File: src/rtl/vga_timing_monitor.sv
// Passive video timing checker: measures line/frame geometry from HSync/VSync,
// tracks lock, keeps sticky error flags and a per-frame RGB checksum.
module vga_timing_monitor #(
  parameter int unsigned VIDEO_WIDTH = 3,
  parameter int unsigned TOTAL_COLS  = 10,
  parameter int unsigned TOTAL_ROWS  = 6,
  parameter int unsigned ACTIVE_COLS = 8,
  parameter int unsigned ACTIVE_ROWS = 4,
  parameter int unsigned LOCK_FRAMES = 2,
  parameter int unsigned SUM_WIDTH   = 16
) (
  input  logic                   i_Clk,
  input  logic                   i_Rst_L,
  input  logic                   i_HSync,
  input  logic                   i_VSync,
  input  logic [VIDEO_WIDTH-1:0] i_Red_Video,
  input  logic [VIDEO_WIDTH-1:0] i_Grn_Video,
  input  logic [VIDEO_WIDTH-1:0] i_Blu_Video,
  input  logic                   i_Clear_Err,
  output logic                   o_Locked,
  output logic [3:0]             o_Err,
  output logic [SUM_WIDTH-1:0]   o_Frame_Sum,
  output logic                   o_Frame_Valid
);
  localparam int unsigned CYC_MAX  = 2 * TOTAL_COLS;
  localparam int unsigned CYC_W    = $clog2(CYC_MAX + 1);
  localparam int unsigned LINE_MAX = 2 * TOTAL_ROWS;
  localparam int unsigned LINE_W   = $clog2(LINE_MAX + 1);
  localparam int unsigned GOOD_W   = $clog2(LOCK_FRAMES + 1);
  localparam int unsigned PIX_W    = 3 * VIDEO_WIDTH;

  typedef enum logic [1:0] {
    HUNT    = 2'd0,
    MEASURE = 2'd1,
    LOCKED  = 2'd2
  } state_t;

  state_t               state;
  logic                 h_prev;
  logic                 v_prev;
  logic [CYC_W-1:0]     cyc_cnt;
  logic [CYC_W-1:0]     hs_width;
  logic [LINE_W-1:0]    line_cnt;
  logic [LINE_W-1:0]    act_cnt;
  logic [GOOD_W-1:0]    good_cnt;
  logic                 frame_bad;
  logic [SUM_WIDTH-1:0] acc;

  logic                 h_rise;
  logic                 h_fall;
  logic                 v_rise;
  logic                 checking;
  logic                 line_start;
  logic                 timeout;
  logic [3:0]           err_det;
  logic [PIX_W-1:0]     pix_raw;
  logic [SUM_WIDTH-1:0] pix_c;

  // Edge detection and per-cycle error detection
  always_comb begin
    h_rise     = i_HSync & ~h_prev;
    h_fall     = ~i_HSync & h_prev;
    v_rise     = i_VSync & ~v_prev;
    checking   = (state != HUNT);
    // The V-rise that leaves HUNT also starts the first measured line
    line_start = h_rise | (~checking & v_rise);
    timeout    = checking & ~h_rise & (cyc_cnt == CYC_W'(CYC_MAX));
    err_det    = '0;
    err_det[0] = checking & ((h_rise & (cyc_cnt != CYC_W'(TOTAL_COLS))) | timeout);
    err_det[1] = checking & h_fall & (hs_width != CYC_W'(ACTIVE_COLS));
    err_det[2] = checking & v_rise & (line_cnt != LINE_W'(TOTAL_ROWS));
    err_det[3] = checking & v_rise & (act_cnt != LINE_W'(ACTIVE_ROWS));
    pix_raw    = {i_Red_Video, i_Grn_Video, i_Blu_Video};
    pix_c      = (i_HSync & i_VSync) ? SUM_WIDTH'(pix_raw) : '0;
  end

  // Geometry counters and checksum accumulator
  always_ff @(posedge i_Clk or negedge i_Rst_L) begin
    if (!i_Rst_L) begin
      h_prev   <= 1'b0;
      v_prev   <= 1'b0;
      cyc_cnt  <= '0;
      hs_width <= '0;
      line_cnt <= '0;
      act_cnt  <= '0;
      acc      <= '0;
    end else begin
      h_prev <= i_HSync;
      v_prev <= i_VSync;
      acc    <= v_rise ? pix_c : acc + pix_c;
      if (!checking && !v_rise) begin
        cyc_cnt  <= '0;
        hs_width <= '0;
        line_cnt <= '0;
        act_cnt  <= '0;
      end else begin
        if (line_start) begin
          cyc_cnt <= CYC_W'(1);
        end else if (cyc_cnt != CYC_W'(CYC_MAX)) begin
          cyc_cnt <= cyc_cnt + CYC_W'(1);
        end
        if (line_start) begin
          hs_width <= CYC_W'(1);
        end else if (i_HSync && (hs_width != CYC_W'(CYC_MAX))) begin
          hs_width <= hs_width + CYC_W'(1);
        end
        if (v_rise) begin
          line_cnt <= LINE_W'(h_rise);
          act_cnt  <= LINE_W'(h_rise);
        end else if (h_rise) begin
          if (line_cnt != LINE_W'(LINE_MAX)) line_cnt <= line_cnt + LINE_W'(1);
          if (i_VSync && (act_cnt != LINE_W'(LINE_MAX))) act_cnt <= act_cnt + LINE_W'(1);
        end
      end
    end
  end

  // Lock state machine with registered status outputs
  always_ff @(posedge i_Clk or negedge i_Rst_L) begin
    if (!i_Rst_L) begin
      state         <= HUNT;
      good_cnt      <= '0;
      frame_bad     <= 1'b0;
      o_Locked      <= 1'b0;
      o_Err         <= '0;
      o_Frame_Sum   <= '0;
      o_Frame_Valid <= 1'b0;
    end else begin
      o_Frame_Valid <= checking & v_rise;
      if (checking && v_rise) o_Frame_Sum <= acc;
      o_Err <= (o_Err & ~{4{i_Clear_Err}}) | err_det;
      case (state)
        HUNT: begin
          if (v_rise) begin
            state     <= MEASURE;
            good_cnt  <= '0;
            frame_bad <= 1'b0;
          end
        end
        default: begin
          if (timeout) begin
            state    <= HUNT;
            good_cnt <= '0;
            o_Locked <= 1'b0;
          end else if (|err_det) begin
            // An error at the closing V-rise condemns the old frame, not the new one
            state     <= MEASURE;
            good_cnt  <= '0;
            frame_bad <= ~v_rise;
            o_Locked  <= 1'b0;
          end else if (v_rise) begin
            frame_bad <= 1'b0;
            if (!frame_bad) begin
              if (good_cnt >= GOOD_W'(LOCK_FRAMES - 1)) begin
                state    <= LOCKED;
                good_cnt <= GOOD_W'(LOCK_FRAMES);
                o_Locked <= 1'b1;
              end else begin
                good_cnt <= good_cnt + GOOD_W'(1);
              end
            end
          end
        end
      endcase
    end
  end

endmodule

File: config.mk
export PLATFORM = sky130hd
export DESIGN_NAME = vga_timing_monitor
export DESIGN_NICKNAME = d
export VERILOG_FILES = /design/src/rtl/vga_timing_monitor.sv
export SDC_FILE = /design/constraint.sdc
export NUM_CORES = 1
export LEC_CHECK = 0
export BUFFER_PORTS_ARGS = -buffer_cell sky130_fd_sc_hd__buf_2
export CORE_MARGIN = 8
export CORE_UTILIZATION = 63
export CTS_CLUSTER_DIAMETER = 40
export DETAILED_ROUTE_END_ITERATION = 8
export PLACE_DENSITY = 0.85
export SYNTH_ARGS = -nofsm -noshare
export SYNTH_HDL_FRONTEND = slang
export SYNTH_SLANG_ARGS = --single-unit
File: constraint.sdc
create_clock -name i_Clk -period 6.1 [get_ports i_Clk]
set_input_delay 0.61 -clock i_Clk [delete_from_list [all_inputs] [get_ports i_Clk]]
set_output_delay 0.61 -clock i_Clk [all_outputs]
set_load 0.1 [all_outputs]
# After elaboration in Yosys (flattened, before gate mapping)
# Cells that the tools add are included.
# W data, S select, Z words.
[word_totals]
output_inout_bits = 22
elab_cells = 121
regBits = 63
inputBits = 14
[op_classes]
bitwise = 26
eq_ne = 13
order_cmp = 1
n_addsub = 6
muxes = 39
n_reduce_logical = 22
[ops]
columns = ["operator", "count"]
rows = [
  ["$mux W4", 8],
  ["$mux W5", 6],
  ["$mux W2", 14],
  ["$reduce_bool A3 Y1", 7],
  ["$add A16 B9 Y16", 1],
  ["$mux W16", 1],
  ["$and A1 B1 Y1", 14],
  ["$add A5 B1 Y5 const B", 2],
  ["$ne A5 B4 Y1 const B", 2],
  ["$ne A5 B5 Y1 const B", 2],
  ["$mux W1", 9],
  ["$mux W9", 1],
  ["$add A4 B1 Y4 const B", 2],
  ["$ne A4 B3 Y1 const B", 2],
  ["$ne A4 B4 Y1 const B", 2],
  ["$reduce_and A4 Y1", 2],
  ["$not A1 Y1", 7],
  ["$eq A5 B5 Y1 const B", 1],
  ["$and A4 B4 Y4", 1],
  ["$logic_and A1 B1 Y1", 4],
  ["$ne A4 B1 Y1 const B", 1],
  ["$not A4 Y4", 1],
  ["$or A4 B4 Y4", 1],
  ["$reduce_and A2 Y1", 2],
  ["12 further kinds", 14],
]

# Longest topological paths before layout
[depth]
word_depth = 11
mapped_depth = 11
mapped_depth_nobuf = 10

# Worst setup path before layout
# Ideal clock, no wire load.
[synth_path]
kind = "in2reg"
startpoint = "input i_VSync"
endpoint = "register acc[8]"
t_arrival_ns = 2.497
path_stages = 11
setup_slack_ns = 3.502
t_required_ns = 5.999
path_cell_list = "and2_1 -> clkbuf_1 -> nand2_1 -> inv_1 -> ha_1 -> fa_1 -> a21oi_1 -> o221a_4 -> nor2b_1 -> o21a_1 -> o32ai_1"
[synth_between]
elab_chain_len = 4
elab_cells_between_ends = 5
[synth_rtl]
columns = ["item", "line", "text"]
rows = [
  ["from (decl)", "15", "input logic i_VSync,"],
  ["$and A1 B1 Y1", "74", "pix_c = (i_HSync & i_VSync) ? SUM_WIDTH'(pix_raw) : '0;"],
  ["$mux W9", "74", ""],
  ["$add A16 B9 Y16", "90", "acc <= v_rise ? pix_c : acc + pix_c;"],
  ["$mux W16 (*)", "90", ""],
  ["to (signal assigned)", "90", ""],
  ["to (decl)", "47", "logic [SUM_WIDTH-1:0] acc;"],
]
# Mark *: on every way between the ends. The rest lies on a longest branch, timed or not.
# A chain may end at the register's enable or synchronous reset.

# Final worst setup path
# Same ends and word-level chain as after synthesis.

==> qor.txt <==
Hold-fix buffers, CTS -> 0
Largest family of logic cells by synthesized area -> simple AND/OR/NAND/NOR gates
Layout area overhead -> 12.6%
R2R Setup Slk -> 3560 ps
Drt initial violations -> 110
Post-Synth Adder-Cell Area -> 7.76%
Router iterations before antenna repair -> 4
Syn. warnings -> 0
Synthesized instance count -> 353
Final std cells w/o fill -> 465
Ys flop type -> dfrtp_1
Max Cap Viol -> 0
Fill count -> 399
Max clock buf depth -> 2
Setup Viol. Count Final -> 0
Drc violations -> 0
Die area -> 7850 um^2
Worst R2R End -> o_Frame_Sum[6]$_DFFE_PN0P_
CTS Buf Count -> 9
Slew @ Worst Pin -> 782 ps
Register area share after synthesis -> 47.5%
Synth Cell Area -> 3320 um^2
CTS sink cnt -> 63
Worst VDD drop -> 212 uV
Critical path data arrival time -> 2850 ps
Final Cycle Share -> 42.8%
Core area -> 5110 um^2
Total congestion overflow -> 0
Fmax -> 0.383 GHz
Commonest cells in the synthesized netlist -> nand2_1, dfrtp_1, nor2_1
Worst Clk Skew -> 10.6 ps
Synthesized Nets -> 387
Outcome -> finished clean
Detail Route Antenna Nets -> 0
Layout Nets -> 424
Setup Fix Bufs, Post-CTS -> 0
Synth top area share -> 47.5%
Later-pin clock latency in the skew report -> 350 ps
Unrepaired setup endpoints after global routing -> no
Largest net degree at the start of global routing -> 64
Hold_ws -> 430 ps
Endpoints failing hold -> 0
DP Wirelength -> 4.87 mm
Vias in the first global route -> 2748
Most common cell in the netlist -> nand2_1
Leakage -> 1.93 nW
Worst R2R Path Depth -> 6
Layout cells sized above 1 -> 15.7%
Unique cell type count in the Yosys netlist -> 50
Mux share of post-synthesis cell area -> 1.51%
Avg Inst Size Synth -> 9.41 um^2
Vias per cell -> 5.60
CP Capture Type -> flip-flop
Crit-path max FO -> 9
Global-route wire length before repair -> 11.9 mm
Final setup TNS -> 0 ps
Crit path time final -> 2610 ps
Post-synth top area cell -> dfrtp_1
Worst Hold Class -> in2async
Ant diodes -> 0
Routed vias -> 2606
Synth Area in Compound Gates -> 12.8%
Htree depth -> 3
Placer Congestion -> 0.893
R2R Path Start -> v_prev$_DFF_PN0_
Max Transition Viols Final -> 0
Post-synth EDFFs -> 0
Pwr Density -> 386 nW/um^2
Post-CTS sizing -> 0
DIE WIDTH -> 88.6 um
Ys async rst share -> 100%
Kind of critical path -> in2reg
Area of the multi-input gates -> 1600 um^2
Max_slew headroom -> 47.7%
PortBufs -> 35
Synth Area in Simple Gates -> 21.4%
Total wire length -> 6.79 mm
Initial core utilization -> 65.0%
Post-Synth XOR/XNOR Area -> 4.75%
I/O pin total -> 36
Top cells by area, synth -> dfrtp_1, nand2_1, ha_1
Initial antenna violation count -> 0
CTS tree -> yes
Worst-path clk slew -> 80 ps
Sequential cell area -> 1580 um^2
Gr usage total -> 19.8%
Row cnt -> 26
#FFs+latches synth -> 63
Clock root cell -> clkbuf_8
Crit path required time -> 6340 ps
Routed wire per std cell -> 14.6 um
Critical path launch point type -> input port
Post-Place Cells -> 449
Die Ht -> 88.6 um
## how the worst max path moves through the flow
stage,slack (ps),depth (start not counted),end,start
2_1_floorplan,3500,11,acc[8]$_DFF_PN0_,i_VSync
3_3_place_gp,3270,11,acc[8]$_DFF_PN0_,i_VSync
3_5_place_dp,3180,11,acc[8]$_DFF_PN0_,i_VSync
4_1_cts,3510,11,acc[8]$_DFF_PN0_,i_VSync
5_1_grt,3220,6,o_Frame_Sum[6]$_DFFE_PN0P_,v_prev$_DFF_PN0_
6_report,3490,11,acc[8]$_DFF_PN0_,i_VSync
## layer usage
metal  share of wire (%)  vias to the layer above  track usage (%)
met5                   0                        -                0
met4                 1.9                        0             10.4
met3                 5.5                       11             5.29
met2                  52                       56             33.9
met1                  41                     1266             21.9
li1                    -                     1273                -
## final cells by class
cell class / count / share of cell area [%]
multi-input cells: 256 / 42.8
flip-flops and latches: 63 / 42.1
repair buffers: 37 / 5.08
clock buffers: 10 / 3.68
well taps: 70 / 2.34
inverters: 23 / 2.31
clock inverters: 6 / 1.61
## cell families (layout without fill, tap and decap cells)
group	Yosys count	after routing
flops	63	63
mux	5	5
buf+inv	34	76
fa+ha+maj	20	20
simple gates	151	151
compound gates	62	62
xor+xnor	18	18
## worst max-delay path, cell delays in order
cell	delay (ps)
buf_2	130
and2_1	290
nand2_1	150
inv_1	50
ha_1	200
fa_1	410
a21oi_1	290
o221a_4	270
nor2b_1	60
o21a_1	160
o32ai_1	220
## where the power goes
group          internal (mW)  switching [mW]
Combinational          0.141           0.373
Sequential             0.501          0.0707
Clock                  0.197           0.163
## state kept, by name (all words and copies together), names as in the netlist
name	cells
good_cnt	2
o_Frame_Sum	16
frame_bad	1
state	2
act_cnt	4
v_prev	1
line_cnt	4
o_Frame_Valid	1
acc	16
o_Err	4
o_Locked	1
h_prev	1
cyc_cnt	5
hs_width	5
## through the flow
step,setup WS [ps],total power [mW],util [%],cell area [um^2]
2_1_floorplan,3500,0.986,-,3320
3_3_place_gp,3270,1.07,69.4,3540
3_5_place_dp,3180,1.09,69.4,3540
4_1_cts,3510,1.45,73.2,3740
5_1_grt,3220,1.53,73.2,3740
6_report,3490,1.45,73.2,3740
## placed cells by master, fill, tap and decap left out, types with 3 or more instances in the layout
master / count
nand2_1: 78
o21ai_0: 13
nand3_1: 12
ha_1: 19
xnor2_1: 9
a21oi_1: 16
inv_1: 22
nor2b_1: 3
nand4_1: 4
nor2_1: 24
o21a_1: 6
dfrtp_1: 63
xor2_1: 9
and2_1: 3
buf_2: 35
mux2i_1: 5
nand2b_1: 4
o22ai_1: 9
or3_1: 3
clkbuf_8: 10
nor3_1: 7
clkinv_2: 3
(Power assumes the default switching activity.)
